--- src/rtl/udma_adc_ts_mch_reg_if.sv ---
// Multi-channel register interface for the uDMA ADC timestamp channel.
// Channel c owns words 4c..4c+3 (SADDR, SIZE, CFG, PEND). THR sits at word 4*NB_CH and
// IRQ_STAT at word 4*NB_CH+1. Every other address reads 0 and ignores writes.
// Each channel keeps a saturating pending-sample counter. A PEND read returns the counter
// and clears it. irq_o[c] is a registered "counter >= shared threshold" flag.
// Optional feature: define UDMA_ADC_TS_OVF_EN to add a sticky per-channel overflow flag.
// The flag reads back in PEND bit 31.
// Ports:
//   clk_i, rst_i                 clock, synchronous active-high reset
//   cfg_*_i / cfg_data_o         config bus (read data is combinational), cfg_ready_o = 1
//   cfg_rx_*_o                   per-channel RX config, channel c at slice c
//   cfg_rx_*_i                   per-channel RX status
//   ch_event_i                   one-cycle pulse per sample written
//   irq_o                        per-channel threshold interrupt
module udma_adc_ts_mch_reg_if #(
  parameter int unsigned NB_CH          = 2,
  parameter int unsigned L2_AWIDTH_NOAL = 12,
  parameter int unsigned TRANS_SIZE     = 16,
  parameter int unsigned CNT_W          = 14
) (
  input  logic                               clk_i,
  input  logic                               rst_i,
  input  logic [31:0]                        cfg_data_i,
  input  logic [4:0]                         cfg_addr_i,
  input  logic                               cfg_valid_i,
  input  logic                               cfg_rwn_i,
  output logic [31:0]                        cfg_data_o,
  output logic                               cfg_ready_o,
  output logic [NB_CH*L2_AWIDTH_NOAL-1:0]    cfg_rx_startaddr_o,
  output logic [NB_CH*TRANS_SIZE-1:0]        cfg_rx_size_o,
  output logic [NB_CH*2-1:0]                 cfg_rx_datasize_o,
  output logic [NB_CH-1:0]                   cfg_rx_continuous_o,
  output logic [NB_CH-1:0]                   cfg_rx_en_o,
  output logic [NB_CH-1:0]                   cfg_rx_clr_o,
  input  logic [NB_CH-1:0]                   cfg_rx_en_i,
  input  logic [NB_CH-1:0]                   cfg_rx_pending_i,
  input  logic [NB_CH*L2_AWIDTH_NOAL-1:0]    cfg_rx_curr_addr_i,
  input  logic [NB_CH*TRANS_SIZE-1:0]        cfg_rx_bytes_left_i,
  input  logic [NB_CH-1:0]                   ch_event_i,
  output logic [NB_CH-1:0]                   irq_o
);

  localparam int unsigned ThrAddr = 4 * NB_CH;
  localparam int unsigned IrqAddr = 4 * NB_CH + 1;
  localparam logic [CNT_W-1:0] CntMax = '1;

  logic [L2_AWIDTH_NOAL-1:0] saddr_q [NB_CH];
  logic [L2_AWIDTH_NOAL-1:0] saddr_d [NB_CH];
  logic [TRANS_SIZE-1:0]     size_q  [NB_CH];
  logic [TRANS_SIZE-1:0]     size_d  [NB_CH];
  logic [1:0]                ds_q    [NB_CH];
  logic [1:0]                ds_d    [NB_CH];
  logic [CNT_W-1:0]          cnt_q   [NB_CH];
  logic [CNT_W-1:0]          cnt_d   [NB_CH];
  logic [NB_CH-1:0]          cont_q, cont_d, en_q, en_d, clr_q, clr_d, irq_q, irq_d;
  logic [CNT_W-1:0]          thr_q, thr_d;
`ifdef UDMA_ADC_TS_OVF_EN
  logic [NB_CH-1:0]          ovf_q, ovf_d;
`endif

  logic [2:0] ch_sel;
  logic [1:0] reg_sel;
  logic       ch_hit, wr, rd;
  logic       unused_data;

  assign ch_sel      = cfg_addr_i[4:2];
  assign reg_sel     = cfg_addr_i[1:0];
  assign ch_hit      = 32'(ch_sel) < NB_CH;
  assign wr          = cfg_valid_i & ~cfg_rwn_i;
  assign rd          = cfg_valid_i & cfg_rwn_i;
  assign cfg_ready_o = 1'b1;
  assign unused_data = ^cfg_data_i;

  // Next-state: register writes, pulses and pending counters.
  always_comb begin
    thr_d = thr_q;
    if (wr && 32'(cfg_addr_i) == ThrAddr) thr_d = cfg_data_i[CNT_W-1:0];
    for (int c = 0; c < NB_CH; c++) begin
      logic sel, pend_rd;
      sel       = ch_hit && (ch_sel == 3'(c));
      pend_rd   = rd && sel && (reg_sel == 2'd3);
      saddr_d[c] = saddr_q[c];
      size_d[c]  = size_q[c];
      ds_d[c]    = ds_q[c];
      cont_d[c]  = cont_q[c];
      en_d[c]    = 1'b0;
      clr_d[c]   = 1'b0;
      if (wr && sel) begin
        case (reg_sel)
          2'd0: saddr_d[c] = cfg_data_i[L2_AWIDTH_NOAL-1:0];
          2'd1: size_d[c]  = cfg_data_i[TRANS_SIZE-1:0];
          2'd2: begin
            cont_d[c] = cfg_data_i[0];
            ds_d[c]   = cfg_data_i[2:1];
            en_d[c]   = cfg_data_i[4];
            clr_d[c]  = cfg_data_i[5];
          end
          default: ;
        endcase
      end
      // A read that coincides with an event leaves that event counted.
      if (pend_rd) begin
        cnt_d[c] = ch_event_i[c] ? CNT_W'(1) : '0;
      end else if (ch_event_i[c] && cnt_q[c] != CntMax) begin
        cnt_d[c] = cnt_q[c] + CNT_W'(1);
      end else begin
        cnt_d[c] = cnt_q[c];
      end
`ifdef UDMA_ADC_TS_OVF_EN
      // Set wins over the read-clear so an overflow is never lost.
      ovf_d[c] = (ovf_q[c] & ~pend_rd) | (ch_event_i[c] & (cnt_q[c] == CntMax));
`endif
      irq_d[c] = (thr_q != '0) && (cnt_d[c] >= thr_q);
    end
  end

  always_ff @(posedge clk_i) begin
    if (rst_i) begin
      for (int c = 0; c < NB_CH; c++) begin
        saddr_q[c] <= '0;
        size_q[c]  <= '0;
        ds_q[c]    <= 2'b10;
        cnt_q[c]   <= '0;
      end
      cont_q <= '0;
      en_q   <= '0;
      clr_q  <= '0;
      irq_q  <= '0;
      thr_q  <= '0;
`ifdef UDMA_ADC_TS_OVF_EN
      ovf_q  <= '0;
`endif
    end else begin
      for (int c = 0; c < NB_CH; c++) begin
        saddr_q[c] <= saddr_d[c];
        size_q[c]  <= size_d[c];
        ds_q[c]    <= ds_d[c];
        cnt_q[c]   <= cnt_d[c];
      end
      cont_q <= cont_d;
      en_q   <= en_d;
      clr_q  <= clr_d;
      irq_q  <= irq_d;
      thr_q  <= thr_d;
`ifdef UDMA_ADC_TS_OVF_EN
      ovf_q  <= ovf_d;
`endif
    end
  end

  // Combinational read mux, zero unless a valid read hits a mapped register.
  always_comb begin
    cfg_data_o = '0;
    if (rd) begin
      if (ch_hit) begin
        for (int c = 0; c < NB_CH; c++) begin
          if (ch_sel == 3'(c)) begin
            case (reg_sel)
              2'd0: cfg_data_o[L2_AWIDTH_NOAL-1:0] =
                      cfg_rx_curr_addr_i[c*L2_AWIDTH_NOAL +: L2_AWIDTH_NOAL];
              2'd1: cfg_data_o[TRANS_SIZE-1:0] = cfg_rx_bytes_left_i[c*TRANS_SIZE +: TRANS_SIZE];
              2'd2: cfg_data_o[5:0] = {cfg_rx_pending_i[c], cfg_rx_en_i[c], 1'b0, ds_q[c],
                                       cont_q[c]};
              default: begin
                cfg_data_o[CNT_W-1:0] = cnt_q[c];
`ifdef UDMA_ADC_TS_OVF_EN
                cfg_data_o[31] = ovf_q[c];
`endif
              end
            endcase
          end
        end
      end else if (32'(cfg_addr_i) == ThrAddr) begin
        cfg_data_o[CNT_W-1:0] = thr_q;
      end else if (32'(cfg_addr_i) == IrqAddr) begin
        cfg_data_o[NB_CH-1:0] = irq_q;
      end
    end
  end

  for (genvar g = 0; g < NB_CH; g++) begin : g_out
    assign cfg_rx_startaddr_o[g*L2_AWIDTH_NOAL +: L2_AWIDTH_NOAL] = saddr_q[g];
    assign cfg_rx_size_o[g*TRANS_SIZE +: TRANS_SIZE]              = size_q[g];
    assign cfg_rx_datasize_o[g*2 +: 2]                            = ds_q[g];
  end

  assign cfg_rx_continuous_o = cont_q;
  assign cfg_rx_en_o         = en_q;
  assign cfg_rx_clr_o        = clr_q;
  assign irq_o               = irq_q;

endmodule

--- config.mk ---
export PLATFORM = sky130hd
export DESIGN_NAME = udma_adc_ts_mch_reg_if
export DESIGN_NICKNAME = d
export VERILOG_FILES = /design/src/rtl/udma_adc_ts_mch_reg_if.sv
export SDC_FILE = /design/constraint.sdc
export NUM_CORES = 1
export LEC_CHECK = 0
export ABC_AREA = 1
export BUFFER_PORTS_ARGS = -buffer_cell sky130_fd_sc_hd__buf_2
export CAP_MARGIN = 10
export CORE_ASPECT_RATIO = 1.4
export CORE_MARGIN = 5
export CORE_UTILIZATION = 48
export CTS_CLUSTER_SIZE = 30
export DETAILED_ROUTE_END_ITERATION = 8
export PLACE_DENSITY = 0.81
export SKIP_CTS_REPAIR_TIMING = 1
export SLEW_MARGIN = 10
export SYNTH_ARGS = -nofsm -noshare
export SYNTH_HDL_FRONTEND = slang
export SYNTH_SLANG_ARGS = --single-unit
--- constraint.sdc ---
create_clock -name clk_i -period 2.4 [get_ports clk_i]
set_clock_uncertainty 0.05 [all_clocks]
set_input_delay 0.24 -clock clk_i [delete_from_list [all_inputs] [get_ports clk_i]]
set_output_delay 0.24 -clock clk_i [all_outputs]
set_load 0.05 [all_outputs]
Yosys cells after proc, flatten, opt, wreduce, memory -nomap -nowiden. Memories as Yosys holds them, arrays and structs flattened. Cells that the tools add are included.

Reductions and logical operators: 21. Equality and inequality tests: 8. Bitwise gates (word level): 13. Multiplexer cells: 47. $add $sub $neg: 2. Order comparisons: 3.

Operators with widths (count): 16-bit 2-to-1 mux (9); 14-bit 2-to-1 mux (7); 12-bit 2-to-1 mux (7); 6-bit case mux with 3 select lines (4); 14-bit by 1-bit adder with 14-bit output (second input constant) (2); 14-bit greater-or-equal comparator (2); 14-bit != test (second input constant) (2); 2-bit 2-to-1 mux (11); 14-bit nonzero test (1); 1-bit logical AND (13); 5-bit by 4-bit == test with 1-bit output (second input constant) (2); 1-bit bitwise OR (8); 2-bit case mux with 2 select lines (2); 1-bit 2-to-1 mux (7); 2-bit OR reduction (3); 2-bit == test (second input constant) (2); 2-bit AND reduction (2); 3-bit by 1-bit == test with 1-bit output (second input constant) (1); 3-bit logical NOT (1); 3-bit by 2-bit < comparator with 1-bit output (second input constant) (1); 1-bit NOT (3); 1-bit AND (2); 2-bit by 1-bit == test with 1-bit output (second input constant) (1); 2-bit logical NOT (1).

Memories kept: 4. Logic and storage cells: 106. Memory bits (writable): 88. Flip-flop bits (word level): 22.

Memories: size_q (words 2, bits a word 16, rd ports 2, clocked after Yosys merged registers in 0, write ports 2, line 49) `logic [TRANS_SIZE-1:0] size_q [NB_CH];`; cnt_q (words 2, bits a word 14, rd ports 2, clocked after Yosys merged registers in 0, write ports 2, line 53) `logic [CNT_W-1:0] cnt_q [NB_CH];`; saddr_q (words 2, bits a word 12, rd ports 2, clocked after Yosys merged registers in 0, write ports 2, line 47) `logic [L2_AWIDTH_NOAL-1:0] saddr_q [NB_CH];`; ds_q (words 2, bits a word 2, rd ports 2, clocked after Yosys merged registers in 0, write ports 2, line 51) `logic [1:0] ds_q [NB_CH];`.

Logic depth before layout (Yosys ltp). Gate-level depths: netlist of run 1.

Depth in word-level cells: 8. Depth in mapped cells: 19.

Least setup slack after synthesis of run 1. Ideal clock, no wire load.

Path kind: reg2reg. Start point: mem cnt_q[1][0] (netlist: cnt_q[0][14]). End point: reg irq_q[1] (netlist: irq_o[1]). Required time: 2.241 ns. Buffers on the path: 1. Data arrival time: 2.234 ns. Clock period less this slack: 2.393 ns. Slack: 0.007 ns. Cell stages (with the launch flop): 19. Cell sequence: dfxtp_1 -> ha_1 -> nand2_2 -> nor2_4 -> nand2_2 -> o21ai_2 -> buf_4 -> nand2_1 -> nand3_2 -> inv_1 -> ha_1 -> nand2_1 -> inv_1 -> o21bai_1 -> nand3_1 -> nand3_1 -> nand3_1 -> nand2_1 -> inv_1.

RTL lines: from (decl) (line 53); to (signal assigned) (line 143) `irq_q <= irq_d;`; to (decl) (line 55) `logic [NB_CH-1:0] cont_q, cont_d, en_q, en_d, clr_q, clr_d, irq_q, irq_d;`.

==> impl_metrics.csv, run 1 <==
group,metric,value,unit
route,vias,7714,
route,wl_per_cell,16.9,um
route,viasPerCell,5.39,
outcome,violations,"setup timing",
final_layout,drive_gt1_share,35.6,%
global_routing,grt_pass1_wl,36700,um
floorplan,top_level_ports,204,
sta,grt_setup_unrepaired,"yes",
yosys,synth_area,6920,um2
final_layout,area_growth,30.1,%
yosys,synth_area_per_cell,6.80,um2
critical_path,cp-startpoint,"cnt_q[0][0]$_SDFF_PP0_",
floorplan,rows,52,
clock_network,cts_tree,"done",
route,drc,0,
yosys,seq_area_frac_synth,31.8,%
floorplan,core-area,14300,um2
clock_network,path_clk_slew,0.07,ns
route,drtPass1Iterations,5,
yosys,synth_area_leaders,"dfxtp_1, nand2_1, nor2_1",
pwr,irDropWorstVdd,0.418,mV
yosys,ys.flop_type,"dfxtp_1",
final_layout,regArea,2210,um2
pwr,design_power_total,4.41,mW
sta,hold_violations,0,
critical_path,worst-r2r-setup-slack,-0.01,ns
global_routing,grt-ovfl-total,0,
route,ant_nets,0,
critical_path,cp_max_fo,7,
yosys,synth_enable_flop_cells,0,
yosys,ys_seq_elements,110,
placement,dp.final_hpwl,18300,um
outcome,status,"finished with violations",
sta,max_freq,414,MHz
clock_network,root_buffer,"clkbuf_16",
final_layout,multi_input_area,4360,um2
yosys,synth_top_area_share,31.8,%
sta,period_minus_slack,2.41,ns
sta,setup_violations,1,
critical_path,cp.required,2.60,ns
sta,worst_slack,-0.0138,ns
placement,place_congestion,0.969,
final_layout,layout_commonest_cell,"nand2_1",
sta,fin_crit_sh,101,%
clock_network,clk_latency,0.35,ns
min_path,holdPathEnd,"size_q[0][14]$_SDFFE_PP0P_",
critical_path,crit_type,"register to register",
route,wl,24200,um
clock_network,cts_buffers,9,
critical_path,arrival,2.62,ns
global_routing,antenna_found_initial,0,
clock_network,cts_sinks,110,
final_layout,mostFrequentLayoutCells,"nand2_1, buf_2, nor2_1",
min_path,hold_depth,3,
pwr,powerDensity,491,nW/um2
critical_path,timing.rr.start,"cnt_q[0][0]$_SDFF_PP0_",
global_routing,grt_start_max_net_pins,46,
min_path,hp-start,"cfg_data_i[14]",
final_layout,n_antenna_cell,0,
placement,portBuffers,170,
flow_run,maxCapViolCount,0,
floorplan,die_w,111,um
clock_network,cts_buffer_depth,2,
critical_path,reg2reg_to,"irq_o[0]$_SDFF_PP0_",
pwr,p_leak,4.33,nW
global_routing,grt_pass1_vias,7270,
route,drt-initial-drc-count,487,
min_path,min_path_type,"primary input to register",
final_layout,nFillCells,1274,
final_layout,post-route-util,62.9,%
floorplan,dieArea,16900,um2
clock_network,htree_num_levels,3,
yosys,synthCells,1017,
critical_path,endpoint_kind,"register",
yosys,ys_warn_count,0,
yosys,ys_async_sr_fraction,0,%
global_routing,grt_usage,26.7,%
yosys,yosysUniqueCellTypes,42,
floorplan,initial_core_util,48.3,%
sta,slew_violations,0,
critical_path,crit_path_start_kind,"register",
placement,dp_slack,-0.0398,ns
sta,slew_headroom,65.6,%
critical_path,ff2ff_path_depth,19,
floorplan,die_h,152,um
final_layout,final_nets,1370,
sta,worst_pin_slew,0.515,ns
yosys,yosys.area.top_type,"dfxtp_1",
## flip-flops by register name (all words and copies together) (netlist names)
| name | count |
|---|---|
| ds_q | 4 |
| cfg_rx_clr_o | 2 |
| irq_o | 2 |
| saddr_q | 24 |
| cfg_rx_continuous_o | 2 |
| thr_q | 14 |
| cfg_rx_en_o | 2 |
| cnt_q | 28 |
| size_q | 32 |
## kinds of logic after synthesis
kind of cell	count (synthesis)	synth area share (%)
other	2	0.109
AOI/OAI and AO/OA	189	14.6
and+or+nand+nor	517	35.7
DFF	110	31.8
xor gates and xnor gates	10	1.27
adders and majority gates	30	5.43
buffers and inverters	159	11.1
## synth_stat cells, drive strengths merged (2+ instances only)
master / instances
a211oi: 2
a21oi: 59
buf: 45
clkbuf: 12
clkinv: 2
conb: 2
dfxtp: 110
ha: 30
inv: 100
nand2: 222
nand3: 56
nand4: 18
nor2: 189
nor3: 28
nor4: 2
o211ai: 7
o21ai: 108
o21bai: 3
o22ai: 7
xnor2: 2
xor2: 8
## worst max-delay path, cell delays in order, from the launching register on
cell     delay, ns
dfxtp_2       0.36
ha_4          0.13
nand3_2       0.08
inv_2         0.10
nand2_4       0.07
nor2_4        0.13
nor2_4        0.06
buf_6         0.14
nand2_2       0.06
nand3_2       0.10
inv_2         0.10
ha_4          0.20
nand2_2       0.09
nor2_1        0.06
o21ai_1       0.10
nand3_1       0.16
nand3_2       0.12
nand3_2       0.10
nand2_1       0.07
inv_1         0.04
## metal layers
| layer | track usage, % | up-vias | wire length [um] |
|---|---|---|---|
| li1 | - | 3709 | - |
| met5 | 0 | - | 0 |
| met4 | 14.2 | 0 | 1210 |
| met3 | 6.57 | 84 | 2490 |
| met1 | 30.2 | 3475 | 8750 |
| met2 | 46.1 | 446 | 11800 |
## power breakdown
group	internal [mW]	total, mW	switching [mW]
registers	1.86	1.90	0.0356
clock network	0.834	1.51	0.673
logic	0.371	1.01	0.636
## final cells by class
class | instances | share of cell area [%]
timing repair buffer | 251 | 16.8
sequential | 110 | 24.6
tap | 189 | 2.63
inverter | 102 | 4.32
clock inverter | 5 | 0.667
multi-input combinational | 763 | 48.4
clock buffer | 10 | 2.66
## worst max-delay path by stage
| stage | end | cells past startpoint | slack (ns) |
|---|---|---|---|
| 4_1_cts | irq_o[0]$_SDFF_PP0_ | 17 | -0.11 |
| 6_report | irq_o[0]$_SDFF_PP0_ | 19 | -0.01 |
| 5_1_grt | irq_o[0]$_SDFF_PP0_ | 18 | -0.11 |
| 3_5_place_dp | irq_o[0]$_SDFF_PP0_ | 17 | -0.04 |
| 2_1_floorplan | irq_o[1]$_SDFF_PP0_ | 18 | 0.007 |
| 3_3_place_gp | irq_o[1]$_SDFF_PP0_ | 18 | 0.02 |
## per-stage QoR
stage                     hold WS (ns)  setup TNS, ns  area, um2  std cells
final                            0.104        -0.0138       9000       1430
after global routing             0.134         -0.196       9000       1430
after CTS                       0.0965         -0.166       8540       1421
after detailed placement         0.417        -0.0595       8240       1406
after global placement           0.409              0       8240       1406
after floorplan                  0.303              0       6970       1032
(Power assumes the default switching activity.)
==> run 2: changes to the inputs <==
--- a/config.mk
+++ b/config.mk
@@ -6,15 +6,16 @@
 export NUM_CORES = 1
 export LEC_CHECK = 0
 export ABC_AREA = 1
-export BUFFER_PORTS_ARGS = -buffer_cell sky130_fd_sc_hd__buf_2
 export CAP_MARGIN = 10
 export CORE_ASPECT_RATIO = 1.4
 export CORE_MARGIN = 5
-export CORE_UTILIZATION = 48
+export CORE_UTILIZATION = 50
 export CTS_CLUSTER_SIZE = 30
 export DETAILED_ROUTE_END_ITERATION = 8
-export PLACE_DENSITY = 0.81
+export DONT_BUFFER_PORTS = 1
+export PLACE_DENSITY = 0.71
 export SKIP_CTS_REPAIR_TIMING = 1
+export SKIP_LAST_GASP = 1
 export SLEW_MARGIN = 10
 export SYNTH_ARGS = -nofsm -noshare
 export SYNTH_HDL_FRONTEND = slang
==> run 2 against run 1 <==
The run ends with hold timing left. Cell area is 9.0% lower. Total power fell by 5.9%. Sequential share of layout area up 2.5 points. Setup slack improved by 0.077 ns. Global-route usage shrank 0.38 points. Critical path depth shrank 3. Wire length decreased by 7.4%. Sequential power about the same. Final cell count shrank 11%. Critical path type unchanged. Critical endpoint is now irq_o[1]$_SDFF_PP0_. Highest routed layer unchanged.
==> impl_metrics.csv, run 2 (same netlist as run 1, synthesis figures left out) <==
group,metric,value,unit
final_layout,largest_reg_flops,32,
floorplan,rows,51,
sta,grt_setup_unrepaired,"yes",
global_routing,grt_usage,26.4,%
outcome,status,"finished with violations",
critical_path,endpoint_kind,"register",
pwr,p_int,2.88,mW
placement,dp.final_hpwl,17000,um
global_routing,grt_start_max_net_pins,63,
clock_network,cts_buffers,9,
critical_path,crit_type,"register to register",
sta,whs,-0.00723,ns
critical_path,arrival,2.54,ns
floorplan,die_w,109,um
pwr,comb_power_share,19.9,%
min_path,min_path_type,"primary input to register",
pwr,irDropWorstVdd,0.423,mV
placement,place_congestion,0.938,
clock_network,root_buffer,"clkbuf_16",
route,wl_per_cell,17.7,um
clock_network,htree_num_levels,3,
final_layout,nFillCells,1250,
pwr,clkPwrFrac,33.8,%
outcome,violations,"hold timing",
clock_network,clk_latency,0.34,ns
pwr,netSwitchingFraction,30.7,%
final_layout,regArea,2220,um2
final_layout,reg_top3,"size_q: 32 flops, cnt_q: 28 flops, saddr_q: 24 flops",
floorplan,top_level_ports,204,
pwr,design_power_total,4.15,mW
route,wl,22400,um
pwr,powerDensity,507,nW/um2
critical_path,cp-startpoint,"cnt_q[0][15]$_SDFF_PP0_",
clock_network,path_clk_slew,0.07,ns
route,drt-initial-drc-count,464,
sta,worst_pin_slew,0.577,ns
floorplan,dieArea,16300,um2
sta,slew_violations,0,
final_layout,layout_commonest_cell,"nand2_1",
final_layout,n_antenna_cell,0,
global_routing,grt_pass1_vias,6411,
route,viasPerCell,5.44,
placement,portBuffers,0,
sta,setup_violations,0,
floorplan,core-area,13700,um2
sta,period_minus_slack,2.34,ns
final_layout,post-route-util,59.7,%
critical_path,cp.required,2.60,ns
final_layout,top_register,"size_q",
min_path,hp-start,"cfg_data_i[8]",
route,vias,6900,
sta,slew_headroom,61.5,%
route,drc,0,
global_routing,grt_pass1_wl,33400,um
sta,hold_violations,8,
route,ant_nets,0,
critical_path,cp_max_fo,7,
final_layout,mostFrequentLayoutCells,"nand2_1, nor2_1, dfxtp_1",
global_routing,grt-ovfl-total,0,
clock_network,cts_tree,"done",
flow_run,maxCapViolCount,0,
final_layout,drive_gt1_share,24.9,%
final_layout,area_growth,18.4,%
critical_path,crit_path_start_kind,"register",
pwr,p_seq_share,46.3,%
route,drtPass1Iterations,5,
final_layout,final_nets,1211,
clock_network,cts_sinks,110,
pwr,p_sw,1.27,mW
critical_path,timing.rr.start,"cnt_q[0][15]$_SDFF_PP0_",
floorplan,initial_core_util,50.4,%
final_layout,multi_input_area,4320,um2
floorplan,die_h,149,um
sta,max_freq,428,MHz
sta,fin_crit_sh,97.4,%
global_routing,antenna_found_initial,0,
clock_network,cts_buffer_depth,2,
pwr,p_leak,3.59,nW
[run 2: changes by cell type in the layout (fill, tap and decap cells not counted), sizes merged]
cell         delta
clkbuf          -1
bufinv          -1
buf           -163
dlygate4sd3     +5
inv             +2
[run 2: worst max-delay path: stages (launching register included)]
cell     delay [ns]
dfxtp_2        0.35
ha_4           0.16
nand2_4        0.06
nor2_4         0.14
nand2_4        0.08
o21ai_4        0.17
buf_6          0.16
nand2_1        0.07
nand2_2        0.10
nor2_2         0.05
ha_1           0.31
a21oi_1        0.14
o21ai_0        0.09
a21oi_1        0.12
nand3_1        0.10
nand2_1        0.07
inv_1          0.03
[run 2: area by class of cell]
| class | count | share of cell area (%) |
|---|---|---|
| Clock buffer | 10 | 2.80 |
| Timing Repair Buffer | 92 | 9.21 |
| Sequential cell | 110 | 27.1 |
| Multi-Input combinational cell | 763 | 52.8 |
| Tap cell | 185 | 2.83 |
| Inverter | 102 | 4.75 |
| Clock inverter | 6 | 0.535 |
[run 2: power groups by stage]
stage	clock network [mW]	registers [mW]	logic, mW
after floorplan	0	1.97	0.561
after global placement	0	1.96	0.716
after detailed placement	0	1.96	0.730
after CTS	1.42	1.92	0.735
after global routing	1.50	1.93	0.909
final	1.40	1.92	0.825
[run 2: stage by stage]
| step | TNS, ns | area, um2 | instances | setup WS, ns |
|---|---|---|---|---|
| finish | 0 | 8190 | 1268 | 0.0633 |
| floorplan | 0 | 6970 | 1032 | 0.00717 |
| global placement | 0 | 7490 | 1241 | 0.0441 |
| detailed placement | -0.0565 | 7490 | 1241 | -0.0565 |
| CTS | -0.0891 | 7760 | 1257 | -0.0644 |
| global route | -0.0808 | 8190 | 1268 | -0.0430 |
[run 2: routing by layer]
metal | track usage [%] | vias to the layer above | part of all wire, %
met5 | 0 | - | 0
met3 | 7.93 | 53 | 11
met1 | 31.2 | 3120 | 37
met2 | 44.3 | 325 | 49
li1 | - | 3402 | -
met4 | 10.2 | 0 | 3.4
[run 2: final timing paths]
| path | end | slack (ns) | cells after the start |
|---|---|---|---|
| worst max-delay path | irq_o[1]$_SDFF_PP0_ | 0.06 | 16 |
| worst min-delay path | saddr_q[0][20]$_SDFFE_PP0P_ | -0.007 | 2 |
| worst max register to register | irq_o[1]$_SDFF_PP0_ | 0.06 | 16 |
| worst min register to register | thr_q[0]$_SDFFE_PP0P_ | 0.54 | 2 |
